<file path="src/rtl/fifo_rd_stream_if.sv">
// FIFO read port plus outgoing stream handshake, bundled for the reader block.
// master = the reader (drives rd_en and the stream), slave = FIFO/sink side.
interface fifo_rd_stream_if #(
    parameter int DATA_WIDTH = 32
);
    logic                  fifo_empty;
    logic                  fifo_rd_rst_busy;
    logic [DATA_WIDTH-1:0] fifo_dout;
    logic                  fifo_rd_en;
    logic [DATA_WIDTH-1:0] m_tdata;
    logic                  m_tvalid;
    logic                  m_tready;
    logic                  m_tlast;

    modport master (
        input  fifo_empty, fifo_rd_rst_busy, fifo_dout, m_tready,
        output fifo_rd_en, m_tdata, m_tvalid, m_tlast
    );

    modport slave (
        output fifo_empty, fifo_rd_rst_busy, fifo_dout, m_tready,
        input  fifo_rd_en, m_tdata, m_tvalid, m_tlast
    );
endinterface

</file>
<file path="src/rtl/fifo_rd_stream.sv">
// Drains a latency-1 sync FIFO into a packetised valid/ready stream through a
// 3-deep skid buffer, so reads never depend combinationally on m_tready.
module fifo_rd_stream #(
    parameter int DATA_WIDTH = 32,
    parameter int PKT_LEN    = 16
) (
    input  logic                 wr_clk,
    input  logic                 rst,
    input  logic                 en,
    fifo_rd_stream_if.master     bus,
    output logic [15:0]          pkt_count
);
    localparam logic [15:0] LAST_BEAT = 16'(PKT_LEN - 1);

    logic [DATA_WIDTH-1:0] obuf   [3];
    logic [DATA_WIDTH-1:0] obuf_n [3];
    logic [1:0]            occ, occ_n;
    logic                  infl;
    logic [15:0]           beat;
    logic [2:0]            fill;
    logic                  rd, pop;

    // A read is only launched when its word is guaranteed a free slot on arrival.
    assign fill = {1'b0, occ} + {2'b00, infl};
    assign rd   = !rst && en && !bus.fifo_empty && !bus.fifo_rd_rst_busy && (fill < 3'd3);

    assign bus.fifo_rd_en = rd;
    assign bus.m_tvalid   = (occ != 2'd0);
    assign bus.m_tdata    = bus.m_tvalid ? obuf[0] : '0;
    assign bus.m_tlast    = bus.m_tvalid && (beat == LAST_BEAT);
    assign pop            = bus.m_tvalid && bus.m_tready;

    // Head sits at index 0; pop shifts down before the arriving word lands at the tail.
    always_comb begin
        obuf_n = obuf;
        occ_n  = occ;
        if (pop) begin
            obuf_n[0] = obuf[1];
            obuf_n[1] = obuf[2];
            occ_n     = occ - 2'd1;
        end
        if (infl) begin
            case (occ_n)
                2'd0:    obuf_n[0] = bus.fifo_dout;
                2'd1:    obuf_n[1] = bus.fifo_dout;
                2'd2:    obuf_n[2] = bus.fifo_dout;
                default: ;
            endcase
            occ_n = occ_n + 2'd1;
        end
    end

    always_ff @(posedge wr_clk or posedge rst) begin
        if (rst) begin
            occ       <= '0;
            infl      <= 1'b0;
            beat      <= '0;
            pkt_count <= '0;
            for (int i = 0; i < 3; i++) obuf[i] <= '0;
        end else begin
            occ  <= occ_n;
            infl <= rd;
            obuf <= obuf_n;
            if (pop) begin
                beat <= (beat == LAST_BEAT) ? 16'd0 : beat + 16'd1;
                if (bus.m_tlast) pkt_count <= pkt_count + 16'd1;
            end
        end
    end
endmodule

</file>
<file path="src/flat_wrapper.sv">
// flat-port wrapper written by rule: the top's interface ports become plain ports
module fifo_rd_stream_flat 
#(
    parameter int DATA_WIDTH = 32,
    parameter int PKT_LEN    = 16
)
  (wr_clk, rst, en, pkt_count, bus_fifo_empty, bus_fifo_rd_rst_busy, bus_fifo_dout, bus_m_tready, bus_fifo_rd_en, bus_m_tdata, bus_m_tvalid, bus_m_tlast);
  fifo_rd_stream_if #(.DATA_WIDTH(DATA_WIDTH)) bus_i ();
  input  logic wr_clk;
  input  logic rst;
  input  logic en;
  output logic [15:0] pkt_count;
  input wire logic [$bits(bus_i.fifo_empty)-1:0] bus_fifo_empty;
  input wire logic [$bits(bus_i.fifo_rd_rst_busy)-1:0] bus_fifo_rd_rst_busy;
  input wire logic [$bits(bus_i.fifo_dout)-1:0] bus_fifo_dout;
  input wire logic [$bits(bus_i.m_tready)-1:0] bus_m_tready;
  output wire logic [$bits(bus_i.fifo_rd_en)-1:0] bus_fifo_rd_en;
  output wire logic [$bits(bus_i.m_tdata)-1:0] bus_m_tdata;
  output wire logic [$bits(bus_i.m_tvalid)-1:0] bus_m_tvalid;
  output wire logic [$bits(bus_i.m_tlast)-1:0] bus_m_tlast;
  assign bus_i.fifo_empty = bus_fifo_empty;
  assign bus_i.fifo_rd_rst_busy = bus_fifo_rd_rst_busy;
  assign bus_i.fifo_dout = bus_fifo_dout;
  assign bus_i.m_tready = bus_m_tready;
  assign bus_fifo_rd_en = bus_i.fifo_rd_en;
  assign bus_m_tdata = bus_i.m_tdata;
  assign bus_m_tvalid = bus_i.m_tvalid;
  assign bus_m_tlast = bus_i.m_tlast;
  fifo_rd_stream #(.DATA_WIDTH(DATA_WIDTH), .PKT_LEN(PKT_LEN)) u_core (.wr_clk(wr_clk), .rst(rst), .en(en), .bus(bus_i), .pkt_count(pkt_count));
endmodule
</file>
<file path="config.mk">
export PLATFORM = sky130hd
export DESIGN_NAME = fifo_rd_stream_flat
export DESIGN_NICKNAME = d
export VERILOG_FILES = /design/src/rtl/fifo_rd_stream_if.sv /design/src/rtl/fifo_rd_stream.sv /design/src/flat_wrapper.sv
export SDC_FILE = /design/constraint.sdc
export NUM_CORES = 1
export LEC_CHECK = 0
export CAP_MARGIN = 10
export CORE_ASPECT_RATIO = 0.5
export CORE_MARGIN = 4
export CORE_UTILIZATION = 30
export DETAILED_ROUTE_END_ITERATION = 8
export PLACE_DENSITY = 0.59
export SYNTH_ARGS = -nofsm -noshare
export SYNTH_HDL_FRONTEND = slang
export SYNTH_SLANG_ARGS = --single-unit
</file>
<file path="constraint.sdc">
create_clock -name wr_clk -period 3.79 [get_ports wr_clk]
set_input_delay 0.5685 -clock wr_clk [delete_from_list [all_inputs] [get_ports wr_clk]]
set_output_delay 0.5685 -clock wr_clk [all_outputs]
set_load 0.03 [all_outputs]
</file>
# After elaboration in Yosys (flattened, before gate mapping)
# Cells that the tools add are included.
# word_totals
reg_bits	131
wordCells	38
# op_classes
n_addsub	5
order_cmp	1
n_eq_ne	3
n_mux	9
reduce_logical	13
# op_table
op	count
32-bit 2-to-1 mux	4
96-bit 2-to-1 mux	1
64-bit 2-to-1 mux	1
16-bit by 1-bit adder with 16-bit output (second input constant)	2
16-bit by 4-bit == test with 1-bit output (second input constant)	1
16-bit 2-to-1 mux	1
1-bit logical AND	6
2-bit 2-to-1 mux	2
2-bit AND reduction	2
2-bit by 1-bit adder with 3-bit output	1
1-bit logical NOT	3
3-bit by 2-bit less-than comparator with 1-bit output (second input constant)	1
2-bit by 1-bit adder with 2-bit output (second input constant)	1
2-bit by 1-bit == test with 1-bit output (second input constant)	1
2-bit == test (second input constant)	1
2-bit logical NOT	1
2-bit nonzero test	1
2-bit by 1-bit subtractor with 2-bit output (second input constant)	1

# Logic depth before layout (Yosys ltp)
# Gate-level depths: netlist (run 1).
# depth
word_depth	6
depth_mapped	10
depth_no_buf	6

# Worst setup path after synthesis (run 1)
# No wires, ideal clock.
# synth_path
kind	register to output
start	register u_core.infl
end	output port bus_fifo_rd_en
t_arrival_ns	2.599
t_required_ns	3.222
setup_slack_ns	0.623
path_stages_with_launch	4
n_path_buf	0
path_cell_list	dfrtp_1 -> ha_1 -> ha_1 -> a2111oi_0
# synth_between
elab_chain_len	3
# synth_rtl
item	line_no	rtl
start: declaration	fifo_rd_stream.sv:18	logic infl;
start signal: assignment	fifo_rd_stream.sv:62	infl <= rd;
2-bit by 1-bit adder with 3-bit output	fifo_rd_stream.sv:24	assign fill = {1'b0, occ} + {2'b00, infl};
3-bit by 2-bit less-than comparator with 1-bit output	fifo_rd_stream.sv:25	assign rd = !rst && en && !bus.fifo_empty && !bus.fifo_rd_rst_busy && (fill < 3'd3);
1-bit logical AND	fifo_rd_stream.sv:25	
end: declaration	flat_wrapper.sv:17	output wire logic [$bits(bus_i.fifo_rd_en)-1:0] bus_fifo_rd_en;
# No other way between the ends.

# Worst setup path in the final report (run 1)
# Ends and elaborated chain as after synthesis.

==> metrics.md, run 1 <==
| Metric | Value |
|---|---|
| Placed cell count | `959` |
| Largest area contributor in the netlist | `dfrtp_1` |
| Sw Share | `35.9%` |
| # resized after CTS | `0` |
| Sum of negative setup slack | `0 ns` |
| Residual DRC count | `0` |
| Status | `completed` |
| CP max FO | `7` |
| YS warnings | `0` |
| Top-count cell post-synth | `nand2_1` |
| Worst-skew pair later-pin latency | `0.41 ns` |
| Initial antenna violation count | `1` |
| Mapped Nets | `665` |
| Clk_skew | `approximately 0.011 ns` |
| Row count | `37` |
| Initial Utilization | `between 30% and 40%` |
| Post-route setup slack | `slightly below 0.4 ns` |
| Hold-fix buffers at CTS | `0` |
| Netlist Area Pre-Place | `6380 um^2` |
| Minimum clock period | `3.40 ns` |
| Vias/cell | `4.56` |
| Ys flop type | `dfrtp_1` |
| Final HPWL from detailed placement | `between 8000 and 9000 um` |
| CTS sink cnt | `about 130` |
| CP startpoint kind | `flip-flop` |
| Cell repeated most along the worst path | `ha_1` |
| Layout cells sized above 1 | `9.33%` |
| Tot GR Track Use | `12.4%` |
| Xor and xnor area share after synthesis | `approximately 4.1%` |
| Logic pwr share | `between 30% and 40%` |
| Core region area | `~21000 um^2` |
| Worst Max-Slew Pin Slew | `approximately 0.77 ns` |
| Synth area leaders | `dfrtp_1 51%, mux2_1 14%, nand2_1 12%` |
| CP bufs+invs | `1` |
| Slowest CP cell | `clkdlybuf4s50_1` |
| Max cap viols | `0` |
| RSZ-0062 raised after global routing | `false` |
| Simple-gate share of the synthesized area | `22.7%` |
| Final Cell Area | `8150 um^2` |
| GP Congestion | `0.761` |
| PortBufs | `a little under 90` |
| Syn Area/Cell | `between 10 and 15 um^2` |
| CP max stage delay | `0.79 ns` |
| Mapped Cells | `622` |
| CP required | `approximately 3.2 ns` |
| CTS clk-pin slew, worst paths | `approximately 0.06 ns` |
| 1st-iter DRT viols | `310` |
| Dpl ws | `0.717 ns` |
| Synth cell count leaders | `212 x nand2_1, 131 x dfrtp_1, 81 x mux2_1` |
| Pin count of the biggest net entering global routing | `100` |
| Pre-antenna DRT Iters | `4` |
| NetSw | `2.07 mW` |
| P per Cell Area | `approximately 710 nW/um^2` |
| H-tree level count | `4` |
| Worst hold slack | `0.464 ns` |
| WS Path Type | `flip-flop to output pin` |
| First-pass GRT wire length | `24400 um` |
| Fill cells | `2028` |
| Post-synth top area share | `51.4%` |
| Asr flop ratio synth | `between 90% and 100%` |
| Root Driver | `clkbuf_16` |
| Final hold violation count | `0` |
| DIE HEIGHT | `about 110 um` |
| CTS tree | `yes` |
| Post-DR wirelength/cell | `between 10 and 15 um` |
| Internal Pwr Total | `3.70 mW` |
| Final WL | `14100 um` |
| Vias | `~4500` |
| Routed Antenna Nets | `0` |
| Reg power frac | `37.7%` |
| Number of global-route vias before repair | `4813` |
| Synth Area in Adders | `less than 1%` |
| Die ar. | `approximately 24000 um^2` |
| CP Capture Type | `output pin` |
| Global route total overflow | `0` |
| Delay-heaviest family, CP | `buffers and inverters` |
| Final period util | `89.6%` |
| Max clock buf depth | `2` |
| Cell Count, Final, Fillers Out | `991` |
| Ant diodes | `0` |
| Static Leak | `3.93 nW` |
| Maximum vdd drop | `0.361 mV` |
| Arrival @ worst endpoint | `between 2 and 3 ns` |
| Main combinational cell family by area after synthesis | `simple AND/OR/NAND/NOR gates` |
| Post-layout total power | `between 5 and 6 mW` |
| Count of different cell masters after synthesis | `36` |
| Num ports | `about 90` |
| EDFF count, synth | `0` |
| Crit-path cells | `ha_1 > ha_1 > a2111oi_0 > clkdlybuf4s50_1` |
| Die width | `approximately 210 um` |
| Post-CTS Setup Inserts | `0` |
| Fmax | `294 MHz` |
| Max Slew Vio Count | `0` |
| # nets final | `748` |
| Total CTS buffers | `17` |
| Clock power frac | `28.4%` |
| Compound-Gate Fraction of Synth Area | `1.08%` |
| Hold WC Path Type | `flip-flop to flip-flop` |
| Yosys reg bits | `131` |
| Slew Limit Headroom | `approximately half` |
| Post-layout util | `39.3%` |
| # setup viols final | `0` |
| Layout area overhead | `27.7%` |
| Multiplexer share of the synthesized area | `between 10% and 20%` |
| Register area share after synthesis | `51.4%` |
| Dpl cell area | `7560 um^2` |
## layout make-up
type,count,area (um^2),area share (%)
inverter,9,37.5,0.461
timing repair buffer,95,946,11.6
tap,273,342,4.19
clock inverter,15,164,2.01
multi-input combinational,451,2960,36.3
clock buffer,17,425,5.22
sequential,131,3280,40.2
## worst paths after layout
check,start,end,slack (ns),cells after the start
min in group asynchronous,rst,u_core.pkt_count[1],0.69,3
max in group asynchronous,rst,u_core.obuf[87],2.67,3
max,u_core.infl,bus_fifo_rd_en,0.39,4
max reg2reg,u_core.occ[0],u_core.obuf[6],0.76,7
min,u_core.pkt_count[15],u_core.pkt_count[15],0.46,1
min reg2reg,u_core.pkt_count[15],u_core.pkt_count[15],0.46,1
## cell families after synthesis
logic type,Yosys count
AND/OR/NAND/NOR,310
flip-flops,131
multiplexers,97
buffers and inverters,40
XOR/XNOR,30
AO/OA/AOI/OAI,9
adder cells (fa/ha/maj),5
## sequential cells by signal, summed over array words and instances (netlist names)
register          count
u_core.infl           1
u_core.obuf          96
u_core.beat          16
u_core.pkt_count     16
u_core.occ            2
## layout by cell type, fill, tap and decap left out, types with 4 or more instances in the layout
| master | instances |
|---|---|
| clkdlybuf4s50_1 | 88 |
| inv_8 | 4 |
| buf_4 | 6 |
| ha_1 | 4 |
| dfrtp_1 | 131 |
| mux2_2 | 16 |
| mux2_1 | 81 |
| clkbuf_16 | 17 |
| nand4_1 | 8 |
| nor2_1 | 9 |
| nand2_1 | 212 |
| nand3_1 | 14 |
| nor4_1 | 6 |
| nor2b_1 | 32 |
| inv_6 | 5 |
| xor2_1 | 13 |
| inv_1 | 8 |
| and3_1 | 6 |
| xnor2_1 | 17 |
| nor4_4 | 4 |
| nor3_1 | 8 |
## power groups by stage
stage | logic (mW) | registers [mW] | clock network [mW]
CTS | 2.00 | 2.18 | 1.69
global route | 2.20 | 2.24 | 1.75
finish | 1.96 | 2.18 | 1.64
detailed placement | 1.98 | 2.21 | 0
floorplan | 1.45 | 2.10 | 0
global placement | 1.94 | 2.19 | 0
## routing by layer
metal / vias to the layer above / part of all wire (%) / GRT usage, %
met5: - / 0.085 / 0
met4: 2 / 0.48 / 3.84
met3: 6 / 2.8 / 2.63
met2: 42 / 51 / 21.6
met1: 2244 / 46 / 15.5
li1: 2227 / - / -
Note: power is estimated with default switching activity, not from simulation.
==> inputs of run 2 (changes only) <==
--- a/config.mk
+++ b/config.mk
@@ -11,6 +11,7 @@
 export CORE_UTILIZATION = 30
 export DETAILED_ROUTE_END_ITERATION = 8
 export PLACE_DENSITY = 0.59
+export SETUP_SLACK_MARGIN = 0.2
 export SYNTH_ARGS = -nofsm -noshare
 export SYNTH_HDL_FRONTEND = slang
 export SYNTH_SLANG_ARGS = --single-unit
==> results of run 2 <==
Same layout as run 1: the final DEF is identical, and so are final timing and power.
